[src/rtl/hac_star_serial_ctrl.sv]
// Bit-serial sequencer around one HAC* cell (z = ~x ^ y, c = x | y).
// Operand bits enter the cell LSB-first; the cell's carry is registered between bits.
module hac_star_serial_ctrl #(
  parameter int N = 8
) (
  input  logic         clk,
  input  logic         rst,
  input  logic         start,
  input  logic [N-1:0] x_in,
  input  logic         cin,
  output logic         ready,
  output logic         busy,
  output logic         done,
  output logic [N-1:0] z_out,
  output logic         cout
);

  localparam int CW = $clog2(N + 1);

  typedef enum logic [1:0] {
    S_IDLE,
    S_RUN,
    S_DONE
  } state_t;

  state_t         state;
  state_t         state_nxt;
  logic [N-1:0]   xsh;
  logic [N-1:0]   acc;
  logic [N-1:0]   acc_nxt;
  logic           creg;
  logic [CW-1:0]  cnt;
  logic           cell_z;
  logic           cell_c;
  logic           last_bit;

  // The HAC* cell: x is the current operand bit, y is the registered carry.
  assign cell_z   = ~xsh[0] ^ creg;
  assign cell_c   = xsh[0] | creg;
  assign last_bit = (cnt == CW'(N - 1));

  // The result assembles MSB-side so bit 0 lands at position 0 after N shifts.
  generate
    if (N == 1) begin : g_acc_single
      assign acc_nxt = cell_z;
    end else begin : g_acc_shift
      assign acc_nxt = {cell_z, acc[N-1:1]};
    end
  endgenerate

  // NOTE: sequential state uses non-blocking assignments so every flop samples
  // pre-edge values regardless of statement order.
  always_ff @(posedge clk or posedge rst) begin
    if (rst) begin
      state <= S_IDLE;
    end else begin
      state <= state_nxt;
    end
  end

  // NOTE: every output of this block is given a default first, so no path
  // through the case can leave one unassigned and infer a latch.
  always_comb begin
    state_nxt = state;
    ready     = 1'b0;
    busy      = 1'b0;
    done      = 1'b0;
    case (state)
      S_IDLE: begin
        ready = 1'b1;
        if (start) state_nxt = S_RUN;
      end
      S_RUN: begin
        busy = 1'b1;
        if (last_bit) state_nxt = S_DONE;
      end
      S_DONE: begin
        done      = 1'b1;
        state_nxt = S_IDLE;
      end
      default: state_nxt = S_IDLE;
    endcase
  end

  always_ff @(posedge clk or posedge rst) begin
    if (rst) begin
      xsh   <= '0;
      acc   <= '0;
      creg  <= 1'b0;
      cnt   <= '0;
      z_out <= '0;
      cout  <= 1'b0;
    end else begin
      case (state)
        S_IDLE: begin
          if (start) begin
            xsh  <= x_in;
            creg <= cin;
            cnt  <= '0;
            acc  <= '0;
          end
        end
        S_RUN: begin
          creg <= cell_c;
          acc  <= acc_nxt;
          xsh  <= xsh >> 1;
          cnt  <= cnt + CW'(1);
          // Publish on the edge that consumes the last bit; outputs hold otherwise.
          if (last_bit) begin
            z_out <= acc_nxt;
            cout  <= cell_c;
          end
        end
        default: ;
      endcase
    end
  end

endmodule

[config.mk]
export PLATFORM = sky130hd
export DESIGN_NAME = hac_star_serial_ctrl
export DESIGN_NICKNAME = d
export VERILOG_FILES = /design/src/rtl/hac_star_serial_ctrl.sv
export SDC_FILE = /design/constraint.sdc
export NUM_CORES = 1
export LEC_CHECK = 0
export ABC_AREA = 1
export CORE_MARGIN = 3
export CORE_UTILIZATION = 40
export DETAILED_ROUTE_END_ITERATION = 10
export SLEW_MARGIN = 20
export SYNTH_ARGS = -nofsm -noshare
export SYNTH_HDL_FRONTEND = slang
export SYNTH_SLANG_ARGS = --single-unit
[constraint.sdc]
create_clock -name clk -period 3.9 [get_ports clk]
set_clock_uncertainty 0.2 [all_clocks]
set_input_delay 0.78 -clock clk [delete_from_list [all_inputs] [get_ports clk]]
set_output_delay 0.78 -clock clk [all_outputs]
set_load 0.02 [all_outputs]
==> results of run 1 <==
[area by class of cell]
class / instances / area, um2
clock inverter: 1 / 5.00
inverter: 15 / 56.3
timing repair buffer: 24 / 238
multi-input combinational: 101 / 479
clock buffer: 7 / 45.0
fill: 326 / 1470
tap: 44 / 55.1
sequential: 31 / 776
[logic make-up (layout without fill, tap and decap cells)]
group                      count (synthesis)  in the layout  share of synthesized area
and+or+nand+nor                           89             89                      0.294
adders and majority gates                  2              2                     0.0187
buffers and inverters                     19             47                     0.0644
DFF                                       31             31                      0.578
AOI/OAI and AO/OA                         10             10                     0.0448
[worst min-delay path: stages (launching register included)]
cell and delay (ps):
sky130_fd_sc_hd__dfrtp_1 350, sky130_fd_sc_hd__nand2_1 50, sky130_fd_sc_hd__nand2_1 40
[state kept, by name, summed over array words and instances, names as in the netlist]
signal / cells
cout: 1
state: 2
z_out: 8
xsh: 8
acc: 7
creg: 1
cnt: 4
[layer usage]
metal  routed length [um]  share of wire
met1                 1330           0.49
met2                 1200           0.44
met3                  130          0.048
met4                   59          0.022
met5                    0              0
[synthesized netlist by cell type (all sizes together)]
cell / instances
a21oi: 1
buf: 4
dfrtp: 31
ha: 2
inv: 15
nand2: 56
nand3: 24
nand4: 1
nor2: 8
o21a: 1
o21ai: 2
o22ai: 6
[power by group through the flow]
stage	Combinational [mW]	Sequential, mW	Clock, mW
floorplan	0.368	0.585	0
global placement	0.564	0.548	0
detailed placement	0.574	0.551	0
CTS	0.578	0.547	0.188
global route	0.650	0.567	0.203
finish	0.573	0.546	0.181
[worst paths after layout]
path / endpoint / slack (ps) / cells after the start
setup reg to reg: creg / 2280 / 5
hold reg to reg: z_out[5] / 270 / 2
max in group asynchronous: acc[2] / 2580 / 3
hold / removal: z_out[5] / 270 / 2
min in group asynchronous: xsh[1] / 630 / 3
setup / recovery: busy / 1080 / 3
[per-stage QoR]
stage	instances	worst slack, ps
CTS	223	1080
global route	223	1000
global placement	215	1490
detailed placement	215	1480
floorplan	151	2140
finish	223	1080
==> results summary, run 1 <==
The proportion of power drawn by flip-flops and latches came out at 0.420. The final antenna-violating net count is 0. Hold repair after CTS inserted 0 buffers.

The antenna diode count came out at 0. The global-route met2 utilization came out at 0.248. The number of antenna violations at the first check in global routing came to 0. Of all nets on the critical path, the largest fanout is 14.

The die outline width came out at 63.9 um. The via count of the first global-routing pass is 1052. The final instance area came out at 0.00165 mm2. The CTS buffer count came out at 5.

The clock tree from TritonCTS is yes. Setup repair after global routing left no endpoint under its margin. For this run, global-route usage on met1 was measured as 0.188. The post-route fraction of the period consumed by the critical path came out at 0.722. The later-pin clock latency in the skew report came out at 330 ps.

The number of optimization iterations in the first detailed-route pass is 4. The flow ran to the end, and the final reports show no timing, DRC or antenna violations. Synthesis handed over a netlist of 151 instances. For this run, the share of the core covered by cells in the final layout is 0.529. In this run the most critical hold path is launched from acc[6].

The post-cts repair resize count is 0. The routing usage on met3 is 0.0527. At the pin with the least slew margin, the transition time is 471 ps. The routed via count is between 1000 and 1500.

The pin count of the biggest net entering global routing is 32. On the critical path the largest part of the delay comes from buffers and inverters. The max-cap check violation count is 0. The number of levels the H-tree was split into came out at 2. The final net count is 192. The critical path data arrival time came out at 1840 ps. Measured against its own limit, the worst slew margin works out to 0.685. In the final layout, the share of cells above drive strength 1 is 0.0894. The worst setup path is captured at an output pin.

The power density over the cells is 786 mW/mm2. The number of hold-slack violations in the final timing report came out at 0. The final global-route overflow total came out at 0. Pin placement for this block handled 24 I/O pins. The combinational group share of total power is 0.441. Sorting the synthesized cells by area gives the leading types as sky130_fd_sc_hd__dfrtp_1 (58%), sky130_fd_sc_hd__nand2_1 (15%), sky130_fd_sc_hd__nand3_1 (9.0%), sky130_fd_sc_hd__inv_1 (3.6%), sky130_fd_sc_hd__o22ai_1 (2.8%). STA classifies the critical path startpoint as a flop. The post-CTS setup-driven buffer insertion count came out at 0. The number of vias per cell after detailed routing is 4.80. The highest clock rate came out at 355 MHz. The area of the die came out at 0.00408 mm2.

The number of DRC markers after the initial detailed-route iteration is 34. The vertical extent of the die is 63.9 um. Of all cell types, the one taking the most synthesized area is sky130_fd_sc_hd__dfrtp_1. The clock-pin slew on the worst setup and hold paths came out at roughly 100 ps. Tracing the worst setup path back leads to its startpoint at state[0]. Summed over all nets, the switching power comes to 0.542 mW. The global-route wire length before repair is approximately 4900 um.

The worst path needs 2820 ps of the cycle, external delays included. In the final routed layout, each cell accounts on average for 12.2 um. The count of state elements after synthesis came out at 31. Hold timing on the final database bottoms out at a slack of ~270 ps. The post-detailed-route DRC marker count is 0. The largest vdd supply drop came out at 0.000323 V. The total buffers and inverters traversed by the critical path came out at 2. The power consumption came out at 1.30 mW. The share of Yosys cell area claimed by the top area cell type came out at 0.578.

The mean instance size in the synthesized netlist came out at ~9 um2. Internal power comes to 0.758 mW. The number of nets produced by synthesis came out at 165. The share of the Yosys chip area taken by registers is 0.578. The critical path goes through inv_2, nor2_4, clkdlybuf4s50_1.

The clock group share of total power came out at 0.139. The core region is 0.00313 mm2. The number of warnings printed during yosys synthesis came out at 0. Leaving out fill and tap cells, the most frequent cells in the layout are sky130_fd_sc_hd__nand2_1 (52), sky130_fd_sc_hd__dfrtp_1 (31), sky130_fd_sc_hd__nand3_1 (24). In this design, the stage delay of the slowest critical-path cell is just under 700 ps.

The total count of max-transition violations in the final report is 0. The fraction of power spent switching nets came out at 0.417. Compared with the post-synthesis result, the final layout area differs by 23.3%. Summing every instance area after synthesis gives 0.00134 mm2.

The critical path is of the flop to output pin type. On the critical path, the stage with the largest delay is an instance of sky130_fd_sc_hd__clkdlybuf4s50_1. The clock passes through at most 2 buffers. The routability congestion estimate is around 0.74. In this run the most used layer during global routing was met2. In this run the cell area measured after placement is 0.00160 mm2.

The startpoint identified for the worst register-to-register timing path is state[1]. The wire length reported by the detailed router is 2710 um. The path class of the tightest hold or removal check is flop to flop. The count of final setup violators came out at 0. The worst endpoint required time is 2920 ps. The effective utilization at floorplan is 0.429. The final total negative setup slack is 0 ps. The count of buffers added on input and output ports is 23. The tree is rooted in a sky130_fd_sc_hd__clkbuf_4. Across every metal layer, demand over resource in global routing totals 0.157. The number of distinct library cells after synthesis came out at 16.

The leakage component of the power is 0.817 nW. Leaving out fill and tap cells, the most frequent cell in the layout is sky130_fd_sc_hd__nand2_1. The detailed placer's ending HPWL came out at 1760 um. The row count came out at 20.

The total number of clock tree sinks is 31.
(Power assumes the default switching activity.)
==> run 2, diff against run 1 <==
--- a/config.mk
+++ b/config.mk
@@ -9,6 +9,7 @@
 export CORE_MARGIN = 3
 export CORE_UTILIZATION = 40
 export DETAILED_ROUTE_END_ITERATION = 10
+export PLACE_DENSITY = 0.66
 export SLEW_MARGIN = 20
 export SYNTH_ARGS = -nofsm -noshare
 export SYNTH_HDL_FRONTEND = slang
==> constraint.sdc (replaced) <==
create_clock -name clk -period 2.3 [get_ports clk]
set_clock_uncertainty 0.2 [all_clocks]
set_input_delay 0.46 -clock clk [delete_from_list [all_inputs] [get_ports clk]]
set_output_delay 0.46 -clock clk [all_outputs]
set_load 0.02 [all_outputs]
==> run 2 against run 1 <==
Against the previous run: cell count grew 0.45%; count of clock-buffer cells in the layout stayed put; global-route usage shrank 1.6 points; worst hold slack improved by 9.0 ps; setup slack got worse by 960 ps; core utilization is 0.32 points higher; critical path depth is the same; register-to-register slack lost 1500 ps; combinational power increased by 69%; power rose by 69%; wire length decreased by 7.5%; final area increased by 0.61%; largest power group unchanged.
==> results summary, run 2 (synthesis gave the netlist of run 1 again) <==
The number of placed instances, taps included is ~220. The largest registers in the layout are xsh x8, z_out x8, acc x7. The core box area came out at 0.00313 mm2. The clock group share of total power is 0.135. The area growth from synthesis to layout is 24.1%. The antenna diode count is 0. The fraction of power spent switching nets came out at 0.409. The final total negative setup slack came out at 0 ps. The leakage component of the power came out at 0.825 nW. The total count of max-transition violations in the final report is 0. Overall power consumption after layout is estimated at 2.20 mW. The floorplan step set the die width to 63.9 um.

The power density over the cells came out at 1320 mW/mm2. The die covers 0.00408 mm2. After floorplanning, the core was divided into 20 placement rows.

The worst setup path is captured at an output pin. The pin count of the biggest net entering global routing came out at 32. The later-pin clock latency in the skew report is 330 ps. The combinational group share of total power came out at 0.441. The number of antenna violations at the first check in global routing came to 0. Leaving out fill and tap cells, the most frequent cell in the layout is sky130_fd_sc_hd__nand2_1. The number of hold-slack violations in the final timing report came out at 0. The signal on the critical path passes through inv_2, nor2_1, clkdlybuf4s50_1.

The first detailed-routing pass took 4 iterations. For the worst setup path, the data arrival time is around 1500 ps. The vertical extent of the die came out at 63.9 um. The first routing iteration left 37 violations.

The highest fanout seen on the critical path is 3. Of the total power, registers draw 0.424. The tree is rooted in a sky130_fd_sc_hd__clkbuf_4. The overall track demand over capacity in global routing is 0.141. The worst endpoint required time came out at 1640 ps. During I/O placement, the number of pins put on the boundary was 24. Once detail routing completed, the nets flagged for antenna violations numbered 0. The multi-input combinational cell area is 479 um2. The final net count came out at 193. In this run the power spent charging and discharging nets is roughly 0.90 mW. The post-CTS setup-driven buffer insertion count came out at 0. The worst setup path is launched from a flop.

The area taken by flip-flops and latches is 776 um2. The library cells used most frequently in the layout, excluding fill and tap cells, are sky130_fd_sc_hd__nand2_1 (52), sky130_fd_sc_hd__dfrtp_1 (31), sky130_fd_sc_hd__nand3_1 (24). The CTS buffer count came out at 5. After clock tree synthesis, the clock-pin slew on the worst setup and hold paths is 90 ps.

The number of vias per cell after detailed routing is between 4 and 5. The flow ran to the end, and the final reports show no timing, DRC or antenna violations. After clock tree synthesis, the repair step resized 0 gates. Static timing analysis puts the maximum clock frequency at roughly 460 MHz.

The number of I/O port buffers came out at 23. Among cell families on the critical path, the largest total delay comes from buffers and inverters. TritonCTS built the clock tree. Of the available clock period, the critical path in the final layout requires 0.948. The critical path is of the flop to output pin type.

The utilization after layout is 0.532. CTS saw 31 sinks. The post-layout instance count excluding filler cells came out at 224. The critical-path cell with the highest stage delay is sky130_fd_sc_hd__clkdlybuf4s50_1.

The cell internal power dissipation came out at 1.30 mW. The relative slew slack is 0.712. The total buffers and inverters traversed by the critical path came out at 2. The type of the most critical hold path is flop to flop.

The post-cts hold buffer count is 0. The routed via count is 1039. The detail-routed net length per standard cell is about 11 um. The clock tree buffer depth came out at 2. Setup repair after global routing left no endpoint under its margin.

The fraction of final layout cells sized beyond drive strength 1 is 0.0944. The initial utilization of the core area, before any placement, comes to 0.429. The global-route wire length before repair is 4360 um. The clock period minus final worst setup slack came out at 2180 ps.

The detailed placer's ending HPWL came out at 1730 um. Setup violations remaining at the end of the flow were counted as 0. The wire length reported by the detailed router came out at 2510 um. The final global-route overflow total is 0.

At the pin with the least slew margin, the transition time is 430 ps. The longest individual stage delay on the worst path is 610 ps. The clock tree synthesis step divided the H-tree into 2 levels. The filler cell count in the final layout came out at 307.

The via count of the first global-routing pass came out at 996. The routability congestion estimate is 0.766. The post-detailed-route DRC marker count is 0.

Across the run, the number of max-cap violations was 0. The largest vdd supply drop came out at 0.000711 V.
-- run 2: changes by cell type in the layout (fill, tap and decap cells not counted) --
| cell | change |
|---|---|
| sky130_fd_sc_hd__buf_4 | +1 |
| sky130_fd_sc_hd__dlymetal6s2s_1 | +1 |
| sky130_fd_sc_hd__clkdlybuf4s50_1 | -1 |
-- run 2: worst paths after layout --
| check | from | depth (start not counted) | to | slack (ps) |
|---|---|---|---|---|
| hold reg to reg | acc[4] | 2 | z_out[3] | 270 |
| setup reg to reg | state[1] | 5 | creg | 760 |
| setup / recovery | state[1] | 3 | done | 120 |
| max in group asynchronous | rst | 3 | cnt[0] | 1300 |
| min in group asynchronous | rst | 3 | z_out[3] | 300 |
| hold / removal | acc[4] | 2 | z_out[3] | 270 |
-- run 2: per-stage QoR --
stage,area (um2),setup WS [ps],hold WS (ps)
floorplan,1340,857,242
global placement,1610,412,257
detailed placement,1610,400,253
CTS,1660,37.8,276
global route,1660,24.0,301
finish,1660,119,275
-- run 2: power by group through the flow --
stage | Sequential, mW | Clock, mW | Combinational [mW]
finish | 0.931 | 0.296 | 0.969
global route | 0.960 | 0.338 | 1.09
CTS | 0.931 | 0.309 | 0.991
detailed placement | 0.940 | 0 | 0.985
global placement | 0.935 | 0 | 0.963
floorplan | 0.991 | 0 | 0.623
-- run 2: cell type report --
class                      count  share of cell area
multi-input combinational    101               0.288
clock buffer                   7              0.0271
timing repair buffer          25               0.149
sequential                    31               0.466
clock inverter                 1             0.00301
tap                           44              0.0331
inverter                      15              0.0338
-- run 2: metal layers --
metal	routed length, um	vias to the layer above	GRT usage
li1	-	540	-
met5	0	-	0
met1	1170	471	0.163
met4	52	0	0.0647
met2	1150	23	0.228
met3	136	5	0.0545
-- run 2: worst register-to-register path, cell delays in order (launching register included) --
cell	delay [ps]
sky130_fd_sc_hd__dfrtp_1	430
sky130_fd_sc_hd__inv_2	70
sky130_fd_sc_hd__nand2_2	340
sky130_fd_sc_hd__nand2_2	230
sky130_fd_sc_hd__nand3_1	140
sky130_fd_sc_hd__nand2_1	50
==> run 3, diff against run 2 <==
--- a/config.mk
+++ b/config.mk
@@ -9,7 +9,8 @@
 export CORE_MARGIN = 3
 export CORE_UTILIZATION = 40
 export DETAILED_ROUTE_END_ITERATION = 10
-export PLACE_DENSITY = 0.66
+export GPL_ROUTABILITY_DRIVEN = 1
+export HOLD_SLACK_MARGIN = 0.15
 export SLEW_MARGIN = 20
 export SYNTH_ARGS = -nofsm -noshare
 export SYNTH_HDL_FRONTEND = slang
==> constraint.sdc (replaced) <==
create_clock -name clk -period 2.67 [get_ports clk]
set_clock_uncertainty 0.2 [all_clocks]
set_input_delay 0.534 -clock clk [delete_from_list [all_inputs] [get_ports clk]]
set_output_delay 0.534 -clock clk [all_outputs]
set_load 0.02 [all_outputs]
==> run 3 against run 2 <==
Against the previous run: combinational power is 13% lower; flip-flop and latch count unchanged; sequential share of layout area up 0.32 points; count of clock-buffer cells in the layout shrank 1; core utilization decreased by 0.36 points; final area shrank 0.68%; first-iteration DRC count increased by 2.7%; power is 15% lower; setup slack improved by 250 ps; clock power shrank 22%; largest power group unchanged.
==> results summary, run 3 (synthesis gave the netlist of run 1 again) <==
The area taken by flip-flops and latches is 776 um2. The number of I/O port buffers came out at 23. VDD sags by at most 0.000496 V. Measured against its own limit, the worst slew margin works out to 0.695.

The path class of the tightest hold or removal check is flop to flop. The worst setup margin came out at approximately 370 ps. The clock tree from TritonCTS is yes. The core box area is 0.00313 mm2. For the worst setup path, the data arrival time is 1560 ps.

The number of hold-slack violations in the final timing report came out at 0. In the final layout, the registers with the most flip-flops are xsh x8, z_out x8, acc x7. The final net count is 193.

Once the clock tree was built, the setup fixing pass inserted 0 buffers. Timing would allow up to between 400 and 500 MHz. The worst setup path is of the flop to output pin kind. The number of vias per cell after detailed routing came out at 4.75.

The run finished with clean final reports. The routed via count is between 1000 and 1500. The root buffer cell is sky130_fd_sc_hd__clkbuf_4.

In this run the power density over the cells is 1130 mW/mm2. The multi-input combinational cell area is 479 um2. The post-layout instance count excluding filler cells is between 200 and 250.

Relative to the synthesized area, the layout overhead comes to 23.2%. The vertical extent of the die came out at 63.9 um. The detailed placer's ending HPWL is between 1500 and 2000 um. The utilization after layout is 0.528.

The post-cts repair resize count came out at 0. The total number of clock tree sinks is 31. The CTS buffer count came out at 5. The wire length reported by the detailed router is 2620 um. The area after detailed placement came out at around 0.0016 mm2. From left edge to right edge, the die measures 63.9 um. The first global-routing pass estimated about 4700 um of wire. For the final routed database, the setup TNS stands at 0 ps. The number of optimization iterations in the first detailed-route pass is 4. The combinational group share of total power is 0.451.

The number of levels the H-tree was split into is 2. Of all nets on the critical path, the largest fanout is 5. The post-route fraction of the period consumed by the critical path is 0.861. The total count of max-transition violations in the final report came out at 0. The net switching power came out at 0.764 mW.

The row count came out at 20. The via count of the first global-routing pass was 1108. Summing all non-filler instances in the final layout gives an area of ~0.0017 mm2.

The final-layout worst hold slack is 275 ps. The die covers roughly 0.004 mm2. After detailed routing, the average wire length per cell comes to roughly 12 um. Timing analysis after detailed placement gives a worst setup slack of 705 ps. For this configuration, the core starts out at a cell density of 0.429.

The number of DRC markers after the initial detailed-route iteration is 38. The cell internal power dissipation came out at between 1 and 1.5 mW. The fraction of final layout cells sized beyond drive strength 1 came out at 0.0899. The post-detailed-route DRC marker count is 0.

The leakage component of the power came out at between 0.8 and 0.9 nW. The power consumption is between 1.5 and 2 mW. In this run, placement finished with an instance count of roughly 220. The category of the worst setup path capture point is an output pin. The proportion of power drawn by flip-flops and latches came out at 0.426. The transition time at the pin with the least slew margin is 456 ps. The count of final setup violators is 0. At the later pin of the worst-skew pair, clock insertion delay measures 320 ps. The share of total power dissipated in the clock network is 0.123. The post-cts hold buffer count is 0.

At the end of routability-driven placement, the weighted congestion stood at 0.725. The clock-pin slew on the worst setup and hold paths is about 80 ps. The worst endpoint required time came out at 1940 ps. Setup repair after global routing left no endpoint under its margin. The clock period minus final worst setup slack is 2300 ps. Leaving out fill and tap cells, the most frequent cells in the layout are sky130_fd_sc_hd__nand2_1 (52), sky130_fd_sc_hd__dfrtp_1 (31), sky130_fd_sc_hd__nand3_1 (24). The filler cell count in the final layout came out at 301. The most frequent standard cell in the layout excluding fill and tap cells is sky130_fd_sc_hd__nand2_1. The launching element type of the critical path is a flop.

The I/O pin total came out at 24. The pin count of the biggest net entering global routing is 32. The clock passes through at most 2 buffers.

The overall track demand over capacity in global routing is 0.153. The number of antenna violations at the first check in global routing came out at 0. The final global-route overflow total came out at 0.

The fraction of power spent switching nets is 0.407. The antenna diode count came out at 0. The final antenna-violating net count came out at 0. The tool flagged a number of max-cap violations equal to 0.
==> run 3: cell types whose count changed in the layout (fill, tap and decap cells not counted), sizes merged <==
cell           previous run  this run
clkbuf                    7         6
dlymetal6s2s              1         0
clkdlybuf4s50            22        23
clkinv                    1         0
==> run 3: final timing paths <==
kind,from,end,slack (ps),depth (start not counted)
max,state[0],busy,370,3
min,acc[7],z_out[6],270,2
max reg2reg,state[1],creg,1050,5
min reg2reg,acc[7],z_out[6],270,2
max in group asynchronous,rst,cnt[1],1600,3
min in group asynchronous,rst,xsh[4],390,3
==> run 3: metal layers <==
layer | share of wire | GRT usage | wire length, um | vias up
met5 | 0 | 0 | 0 | -
met4 | 0.017 | 0.0620 | 45 | 0
met3 | 0.054 | 0.0756 | 142 | 6
met2 | 0.45 | 0.255 | 1180 | 28
met1 | 0.48 | 0.162 | 1260 | 482
li1 | - | - | - | 539
==> run 3: area by class of cell <==
class,instances,share of cell area
Timing Repair Buffer,25,0.148
Multi-Input combinational cell,101,0.290
Inverter,15,0.0341
Sequential cell,31,0.469
Clock buffer,6,0.0250
Tap cell,44,0.0333
==> run 3: critical path, cell delays in order, from the launching register on <==
cell and delay, ps:
sky130_fd_sc_hd__dfrtp_1 460, sky130_fd_sc_hd__inv_2 80, sky130_fd_sc_hd__nor2_4 100, sky130_fd_sc_hd__clkdlybuf4s50_1 610
==> run 3: power groups by stage <==
stage               sequential [mW]  combinational [mW]  clock, mW
finish                        0.798               0.845      0.231
global route                  0.830               0.955      0.272
CTS                           0.800               0.855      0.244
detailed placement            0.807               0.850          0
global placement              0.804               0.836          0
floorplan                     0.854               0.537          0
